[src/rtl/multicycle_cu.sv]
// Multi-cycle control unit: sequences FETCH/DECODE/EXEC/MEM/WB with memory
// handshakes, a memory-wait timeout into a sticky FAULT, and a retired counter.
//
// state  | meaning
// RST    | first cycle after reset release
// FETCH  | imem_req asserted, waiting for imem_ack
// DECODE | opcode latched; JMP and illegal opcodes finish here
// EXEC   | ALU cycle; BEQ finishes here
// MEM    | data memory access, waiting for mem_ack
// WB     | register file write, instruction retires
// FAULT  | memory wait timed out; left only by reset
module multicycle_cu #(
  parameter int OPCODE_W = 5,
  parameter int OP_RTYPE = 0,
  parameter int OP_ADDI  = 1,
  parameter int OP_LW    = 2,
  parameter int OP_SW    = 3,
  parameter int OP_BEQ   = 4,
  parameter int OP_JMP   = 5,
  parameter int TIMEOUT  = 16,
  parameter int CNT_W    = 16
) (
  input  logic                clk,
  input  logic                rst_n,
  input  logic [OPCODE_W-1:0] opcode,
  input  logic                zero,
  input  logic                imem_ack,
  input  logic                mem_ack,
  output logic                imem_req,
  output logic                IRWrite,
  output logic                PCWrite,
  output logic                Branch,
  output logic                Jump,
  output logic                RegDst,
  output logic                RegWrite,
  output logic                MemToReg,
  output logic                MemRead,
  output logic                MemWrite,
  output logic                ALUsrc,
  output logic                ExtOp,
  output logic                illegal_op,
  output logic                fault,
  output logic [2:0]          state_o,
  output logic [CNT_W-1:0]    retired
);

  typedef enum logic [2:0] {
    RST    = 3'd0,
    FETCH  = 3'd1,
    DECODE = 3'd2,
    EXEC   = 3'd3,
    MEM    = 3'd4,
    WB     = 3'd5,
    FAULT  = 3'd7
  } state_t;

  localparam logic [OPCODE_W-1:0] C_RTYPE = OPCODE_W'(OP_RTYPE);
  localparam logic [OPCODE_W-1:0] C_ADDI  = OPCODE_W'(OP_ADDI);
  localparam logic [OPCODE_W-1:0] C_LW    = OPCODE_W'(OP_LW);
  localparam logic [OPCODE_W-1:0] C_SW    = OPCODE_W'(OP_SW);
  localparam logic [OPCODE_W-1:0] C_BEQ   = OPCODE_W'(OP_BEQ);
  localparam logic [OPCODE_W-1:0] C_JMP   = OPCODE_W'(OP_JMP);

  // waitCnt holds the number of ack-less cycles already spent in the wait state
  localparam int WAIT_W = (TIMEOUT > 1) ? $clog2(TIMEOUT) : 1;
  localparam logic [WAIT_W-1:0] WAIT_LAST = WAIT_W'((TIMEOUT > 0) ? TIMEOUT - 1 : 0);

  state_t              stateQ, stateNext;
  logic [OPCODE_W-1:0] opQ;
  logic [WAIT_W-1:0]   waitCnt;
  logic [CNT_W-1:0]    retiredQ;
  logic                retire;
  logic                waitExpired;
  logic                decodeWindow;

  function automatic logic isKnown(input logic [OPCODE_W-1:0] op);
    return (op == C_RTYPE) || (op == C_ADDI) || (op == C_LW) ||
           (op == C_SW) || (op == C_BEQ) || (op == C_JMP);
  endfunction

  assign waitExpired  = (TIMEOUT != 0) && (waitCnt == WAIT_LAST);
  assign decodeWindow = (stateQ == EXEC) || (stateQ == MEM) || (stateQ == WB);

  always_ff @(posedge clk or negedge rst_n) begin
    if (!rst_n) begin
      stateQ   <= RST;
      opQ      <= '0;
      waitCnt  <= '0;
      retiredQ <= '0;
    end else begin
      stateQ <= stateNext;
      if (stateQ == DECODE) opQ <= opcode;
      if ((stateQ == FETCH && !imem_ack) || (stateQ == MEM && !mem_ack))
        waitCnt <= waitCnt + 1'b1;
      else
        waitCnt <= '0;
      if (retire) retiredQ <= retiredQ + 1'b1;
    end
  end

  always_comb begin
    stateNext  = stateQ;
    retire     = 1'b0;
    imem_req   = 1'b0;
    IRWrite    = 1'b0;
    PCWrite    = 1'b0;
    Branch     = 1'b0;
    Jump       = 1'b0;
    RegWrite   = 1'b0;
    MemRead    = 1'b0;
    MemWrite   = 1'b0;
    illegal_op = 1'b0;
    fault      = 1'b0;

    // opQ is stale in DECODE, so the static decode only opens the cycle after
    RegDst   = decodeWindow && (opQ == C_RTYPE);
    ALUsrc   = decodeWindow && ((opQ == C_ADDI) || (opQ == C_LW) || (opQ == C_SW));
    ExtOp    = decodeWindow && ((opQ == C_ADDI) || (opQ == C_LW) || (opQ == C_SW) ||
                                (opQ == C_BEQ));
    MemToReg = decodeWindow && (opQ == C_LW);

    unique case (stateQ)
      RST: stateNext = FETCH;
      FETCH: begin
        imem_req = 1'b1;
        if (imem_ack) begin
          IRWrite   = 1'b1;
          PCWrite   = 1'b1;
          stateNext = DECODE;
        end else if (waitExpired) begin
          stateNext = FAULT;
        end
      end
      DECODE: begin
        if (opcode == C_JMP) begin
          Jump      = 1'b1;
          PCWrite   = 1'b1;
          retire    = 1'b1;
          stateNext = FETCH;
        end else if (isKnown(opcode)) begin
          stateNext = EXEC;
        end else begin
          illegal_op = 1'b1;
          stateNext  = FETCH;
        end
      end
      EXEC: begin
        if (opQ == C_BEQ) begin
          Branch    = 1'b1;
          PCWrite   = zero;
          retire    = 1'b1;
          stateNext = FETCH;
        end else if ((opQ == C_RTYPE) || (opQ == C_ADDI)) begin
          stateNext = WB;
        end else if ((opQ == C_LW) || (opQ == C_SW)) begin
          stateNext = MEM;
        end else begin
          stateNext = FETCH;
        end
      end
      MEM: begin
        MemRead  = (opQ == C_LW);
        MemWrite = (opQ == C_SW);
        if (mem_ack) begin
          if (opQ == C_LW) begin
            stateNext = WB;
          end else begin
            retire    = 1'b1;
            stateNext = FETCH;
          end
        end else if (waitExpired) begin
          stateNext = FAULT;
        end
      end
      WB: begin
        RegWrite  = 1'b1;
        retire    = 1'b1;
        stateNext = FETCH;
      end
      FAULT: begin
        fault    = 1'b1;
        RegDst   = 1'b0;
        ALUsrc   = 1'b0;
        ExtOp    = 1'b0;
        MemToReg = 1'b0;
      end
      default: stateNext = RST;
    endcase
  end

  assign state_o = stateQ;
  assign retired = retiredQ;

endmodule

[config.mk]
export PLATFORM = sky130hd
export DESIGN_NAME = multicycle_cu
export DESIGN_NICKNAME = d
export VERILOG_FILES = /design/src/rtl/multicycle_cu.sv
export SDC_FILE = /design/constraint.sdc
export NUM_CORES = 1
export LEC_CHECK = 0
export BUFFER_PORTS_ARGS = -buffer_cell sky130_fd_sc_hd__buf_4
export CORE_MARGIN = 10
export CORE_UTILIZATION = 35
export DETAILED_ROUTE_END_ITERATION = 7
export GPL_TIMING_DRIVEN = 0
export PLACE_DENSITY = 0.62
export SYNTH_ARGS = -nofsm -noshare
export SYNTH_HDL_FRONTEND = slang
export SYNTH_SLANG_ARGS = --single-unit
[constraint.sdc]
create_clock -name clk -period 2.57 [get_ports clk]
set_clock_uncertainty 0.15 [all_clocks]
set_input_delay 0.1285 -clock clk [delete_from_list [all_inputs] [get_ports clk]]
set_output_delay 0.1285 -clock clk [all_outputs]
set_load 0.005 [all_outputs]
Word-level counts from Yosys, hierarchy flattened --
Index checks and enable logic that the tools add are counted. Widths: inputs -> output; s select.
Word-level totals: input bits 10, register bits 28, output and inout port bits 33, logic and storage cells 81
Cells by class: add/sub/neg operators 2, multiplexer cells 34, reduce and logical (&&, ||, !) cells 25, equal/unequal tests 16
Operators by type and width (count):
- $mux 1 | 21
- $mux 3 | 7
- $eq 5x2->1 const B | 4
- $pmux 3 s6 | 1
- $add 16x1->16 const B | 1
- $eq 5x3->1 const B | 3
- $logic_or 1x1->1 | 13
- $eq 5x1->1 const B | 2
- $logic_not 5->1 | 2
- $eq 3x3->1 const B | 3
- $eq 3x2->1 const B | 2
- $logic_and 1x1->1 | 6
- $add 4x1->4 const B | 1
- $eq 4x4->1 const B | 1
- $mux 2 | 2
- $mux 4 | 1
- $pmux 1 s4 | 1
- $eq 3x1->1 const B | 1
- $logic_not 3->1 | 1
- $pmux 1 s3 | 1
- $logic_not 1->1 | 2
- $reduce_or 2->1 | 1

Depth between registers and ports, before layout --
depth after elaboration 9, mapped depth 7, depth with buffers taken out 5

Least setup slack after synthesis --
OpenSTA, ideal clock, no wires.
kind register -> register, from reg stateQ[2] (netlist: state_o[2]), to reg retiredQ[9] (netlist: retired[9]), arrival time 1.688 ns, clock period less this slack 1.962 ns, buffers on the path 2, cell stages (with the launch flop) 7, setup time 0.124 ns, setup slack 0.608 ns, required time 2.296 ns, cell sequence dfrtp_1 -> clkbuf_1 -> or4_4 -> a31oi_4 -> buf_6 -> nand4_1 -> xnor2_1
Between the ends: word-level cells in the longest chain between the ends 2, elaborated cells on any way between the ends 5, those cells by class eq/ne (4); mux (1)
Ends and longest elaborated chain:
- start, declared | RTL line 68 | state_t stateQ, stateNext;
- start signal, assigned | RTL line 91 | stateQ <= stateNext;
- $eq 3x3->1 / $eq 3x2->1 (equally long branches) | RTL line 122 | unique case (stateQ)
- $pmux 1 s4 (*) | RTL line 122
- end signal, assigned | RTL line 97 | if (retire) retiredQ <= retiredQ + 1'b1;
- end, declared | RTL line 71 | logic [CNT_W-1:0] retiredQ;
Every way passes the cells marked *; elsewhere a longest branch is shown, timed or not. A chain may end at the register's enable or synchronous reset.

Worst setup path after layout --
from reg stateQ[2] (netlist: state_o[2]), to out PCWrite
Between the ends: word-level cells in the longest chain between the ends 2, elaborated cells on any way between the ends 4, those cells by class eq/ne (3); mux (1)
Ends and longest elaborated chain:
- $eq 3x2->1 / $eq 3x1->1 (equally long branches) | RTL line 122
- $pmux 1 s3 (*) | RTL line 122
- end, declared | RTL line 31 | output logic PCWrite,
Marked as above.

==> impl_metrics.ini <==
[outcome]
status = finished clean

[placement]
dpl.hpwl_mm = 3.00
port_buffers = 42
dp.cells = 236
place_congestion = 0.773

[sta]
hold_viol = 0
maxSlewViolCount = 0
worstMarginPinSlew_ns = 0.462
hold_slack_ns = 0.0174
finalSetupViolCount = 0
fin_tns_setup_ns = 0
period_minus_slack_ns = 2.31
fmax_ghz = 0.433
timing.final.crit_share_pct = 89.9
slew-limit-headroom_pct = 69.0
rsz0062_at_grt = no

[setup_path]
cp_data_required_time_ns = 2.29
r2r-start = state_o[2]$_DFFE_PN0N_
arrival_ns = 2.03
cpMostUsedCell = clkbuf_1
crit_type = reg -> out
cp_top_family = simple AND/OR/NAND/NOR gates
cpPeakStageDelay_ns = 0.39
cp_cell_sequence = clkbuf_1, nor2b_1, and2_1, clkbuf_1, nand4_1, nor2_1, a211o_1, buf_4
critPathCaptureType = output pin
worstSetupStartpointType = flip-flop
reg2reg_setup_slack_ns = 0.36
reg2regPathDepth = 6
r2r-end = retired[9]$_DFFE_PN0P_
cp_slowest_cell = dfrtp_1
cp_max_fo = 10
worst-path-buf-inv = 3

[clock_network]
path_clk_slew_ns = 0.10
post-cts-setup-buffers = 0
numCtsBuffers = 3
cts_tree = done
holdBufCountCts = 6
ctsLongestPathBuffers = 2
clkLatencyLatePin_ns = 0.27
cts_resized = 0
cts_max_level = 1
clock-root-buffer = clkbuf_8
cts_sinks = 28

[drt]
drcViolationCount = 0
drtIter0Drc = 21
wl_per_cell_um = 16.0
detail-route-antenna-nets = 0
dr.pass1.iters = 4
num_vias = 1305
wl_mm = 3.93
viasPerCell = 5.30

[layout]
finalNetCount = 209
drive_gt1_share_pct = 29.1
fill_cells = 384
layout.cells.non_filler = 246
antenna_cells = 0
syn_to_final_growth_pct = 34.2

[die]
die_w_um = 85.2
initial_utilization_pct = 36.7
io_pins = 43
die_h_um = 85.2
core_area_um2 = 4060
placementRows = 23
die_area_um2 = 7260

[power]
peakVddDrop_mv = 0.421
p_total_mw = 1.88
powerDensity_nw_per_um2 = 940
leakage_nw = 0.914

[logic_synthesis]
ys_warn_count = 0
synth_cell_types = 35
synth_seq_cells = 28
synth_nets = 156
synth_area_leaders = dfrtp_1 (47%), xnor2_1 (8.8%), mux2_2 (4.5%), nor2_1 (3.8%), nand4_1 (3.4%)
synth_top_area_share_pct = 47.1
netlist_instances = 144
syn_area_um2 = 1490
synth_top_cell_by_area = dfrtp_1
ys_seq_area_share_pct = 47.1
syn_avg_cell_area_um2 = 10.3

[run]
maxCapViolCount = 0

[global_routing]
grt_pass1_wl_mm = 6.43
antenna_found_initial = 0
overflow = 0
grt_pass1_vias = 1394
grt_usage_pct = 10.4
grt_max_degree = 29

[hold_path]
holdPathEnd = state_o[2]$_DFFE_PN0N_
min_path_cells = 4
hold_class = in -> reg
min_from = imem_ack
[final cells by class]
cell class	count	area, µm²	share of cell area (%)
Buffer	7	33.8	1.69
Clock inverter	1	30.0	1.50
Timing Repair Buffer	48	375	18.8
Clock buffer	3	41.3	2.07
Inverter	2	7.51	0.376
Sequential cell	28	701	35.1
Multi-Input combinational cell	107	746	37.3
Tap cell	50	62.6	3.13
[per-stage QoR]
stage | worst slack (ns) | util [%] | cell area, µm²
6_report | 0.259 | 49.2 | 2000
5_1_grt | 0.108 | 49.2 | 2000
4_1_cts | 0.252 | 49.2 | 2000
3_5_place_dp | 0.396 | 46.0 | 1870
3_3_place_gp | 0.435 | 46.0 | 1870
2_1_floorplan | 0.608 | - | 1490
[metal layers]
metal / part of all wire, % / wire length [µm] / GRT usage (%)
met1: 43 / 1690 / 11.4
met2: 48 / 1900 / 17.6
met3: 8.3 / 326 / 4.49
met4: 0.38 / 15 / 3.44
met5: 0 / 0 / 0
[cells by family (layout without fill, tap and decap cells)]
family          count (synthesis)  after routing  share of synthesized area, %
simple gates                   66             66                          25.1
flops                          28             28                          47.1
fa+ha+maj                       2              2                          1.68
xor+xnor                       18             18                          10.6
mux                             6              6                          4.54
compound gates                 15             15                          8.24
buf+inv                         9             61                          2.78
[where the power goes]
| group | total [mW] | switching, mW | internal [mW] |
|---|---|---|---|
| combinational | 0.833 | 0.430 | 0.403 |
| clock | 0.348 | 0.139 | 0.208 |
| sequential | 0.696 | 0.136 | 0.561 |
[registers in the layout, indices dropped and copies added, names as in the netlist]
signal / flops
retired: 16
opQ: 5
waitCnt: 4
state_o: 3
[cell usage after synthesis]
| cell type | count |
|---|---|
| a311oi_1 | 1 |
| or4b_4 | 1 |
| and3_1 | 7 |
| nor2b_1 | 2 |
| nand2_1 | 4 |
| nand4b_1 | 1 |
| a31oi_4 | 1 |
| dfrtp_1 | 28 |
| clkbuf_1 | 6 |
| nor4b_1 | 1 |
| mux2_2 | 6 |
| nor3_1 | 3 |
| nand2b_1 | 2 |
| nor2_1 | 15 |
| a31oi_1 | 3 |
| or4_4 | 1 |
| a21oi_1 | 1 |
| o21ai_0 | 3 |
| and4_1 | 2 |
| nor4_1 | 4 |
| a211o_1 | 1 |
| ha_1 | 2 |
| xnor2_1 | 15 |
| xor2_1 | 3 |
| a221oi_1 | 1 |
| a21boi_0 | 1 |
| buf_6 | 1 |
| o32ai_1 | 1 |
| nand3_1 | 9 |
| and2_1 | 5 |
| o21bai_1 | 1 |
| inv_1 | 2 |
| o211ai_2 | 1 |
| or3_1 | 1 |
| nand4_1 | 8 |
[worst max-delay path by stage]
stage                             endpoint  cells past startpoint  slack, ns                    from
floorplan           retired[9]$_DFFE_PN0P_                      6       0.61  state_o[2]$_DFFE_PN0N_
CTS                                PCWrite                      8       0.25  state_o[2]$_DFFE_PN0N_
global placement    retired[9]$_DFFE_PN0P_                      6       0.44  state_o[2]$_DFFE_PN0N_
finish                             PCWrite                      8       0.26  state_o[2]$_DFFE_PN0N_
global route                       PCWrite                      8       0.11  state_o[2]$_DFFE_PN0N_
detailed placement  retired[8]$_DFFE_PN0P_                      6       0.40  state_o[2]$_DFFE_PN0N_
[layout by cell type (no fill, tap or decap), drive strengths merged, types with 3 or more instances in the layout]
cell type    netlist  layout
and3               7       7
clkbuf             6       9
nand3              9       9
xor2               3       3
a31oi              4       4
o21ai              3       3
dfrtp             28      28
buf                1      43
xnor2             15      15
nor4               4       4
mux2               6       6
nor3               3       3
dlygate4sd3        0       6
nand4              8       8
and2               5       5
nand2              4       4
nor2              15      15
[worst register-to-register path: cells and delay by family (launching register included)]
kind	cells	cell delay [ns]
AOI/OAI and AO/OA	1	0.32
xor gates and xnor gates	1	0.16
buffers and inverters	2	0.42
DFF	1	0.39
and+or+nand+nor	2	0.66
No activity file was read; power rests on OpenSTA's default activity.
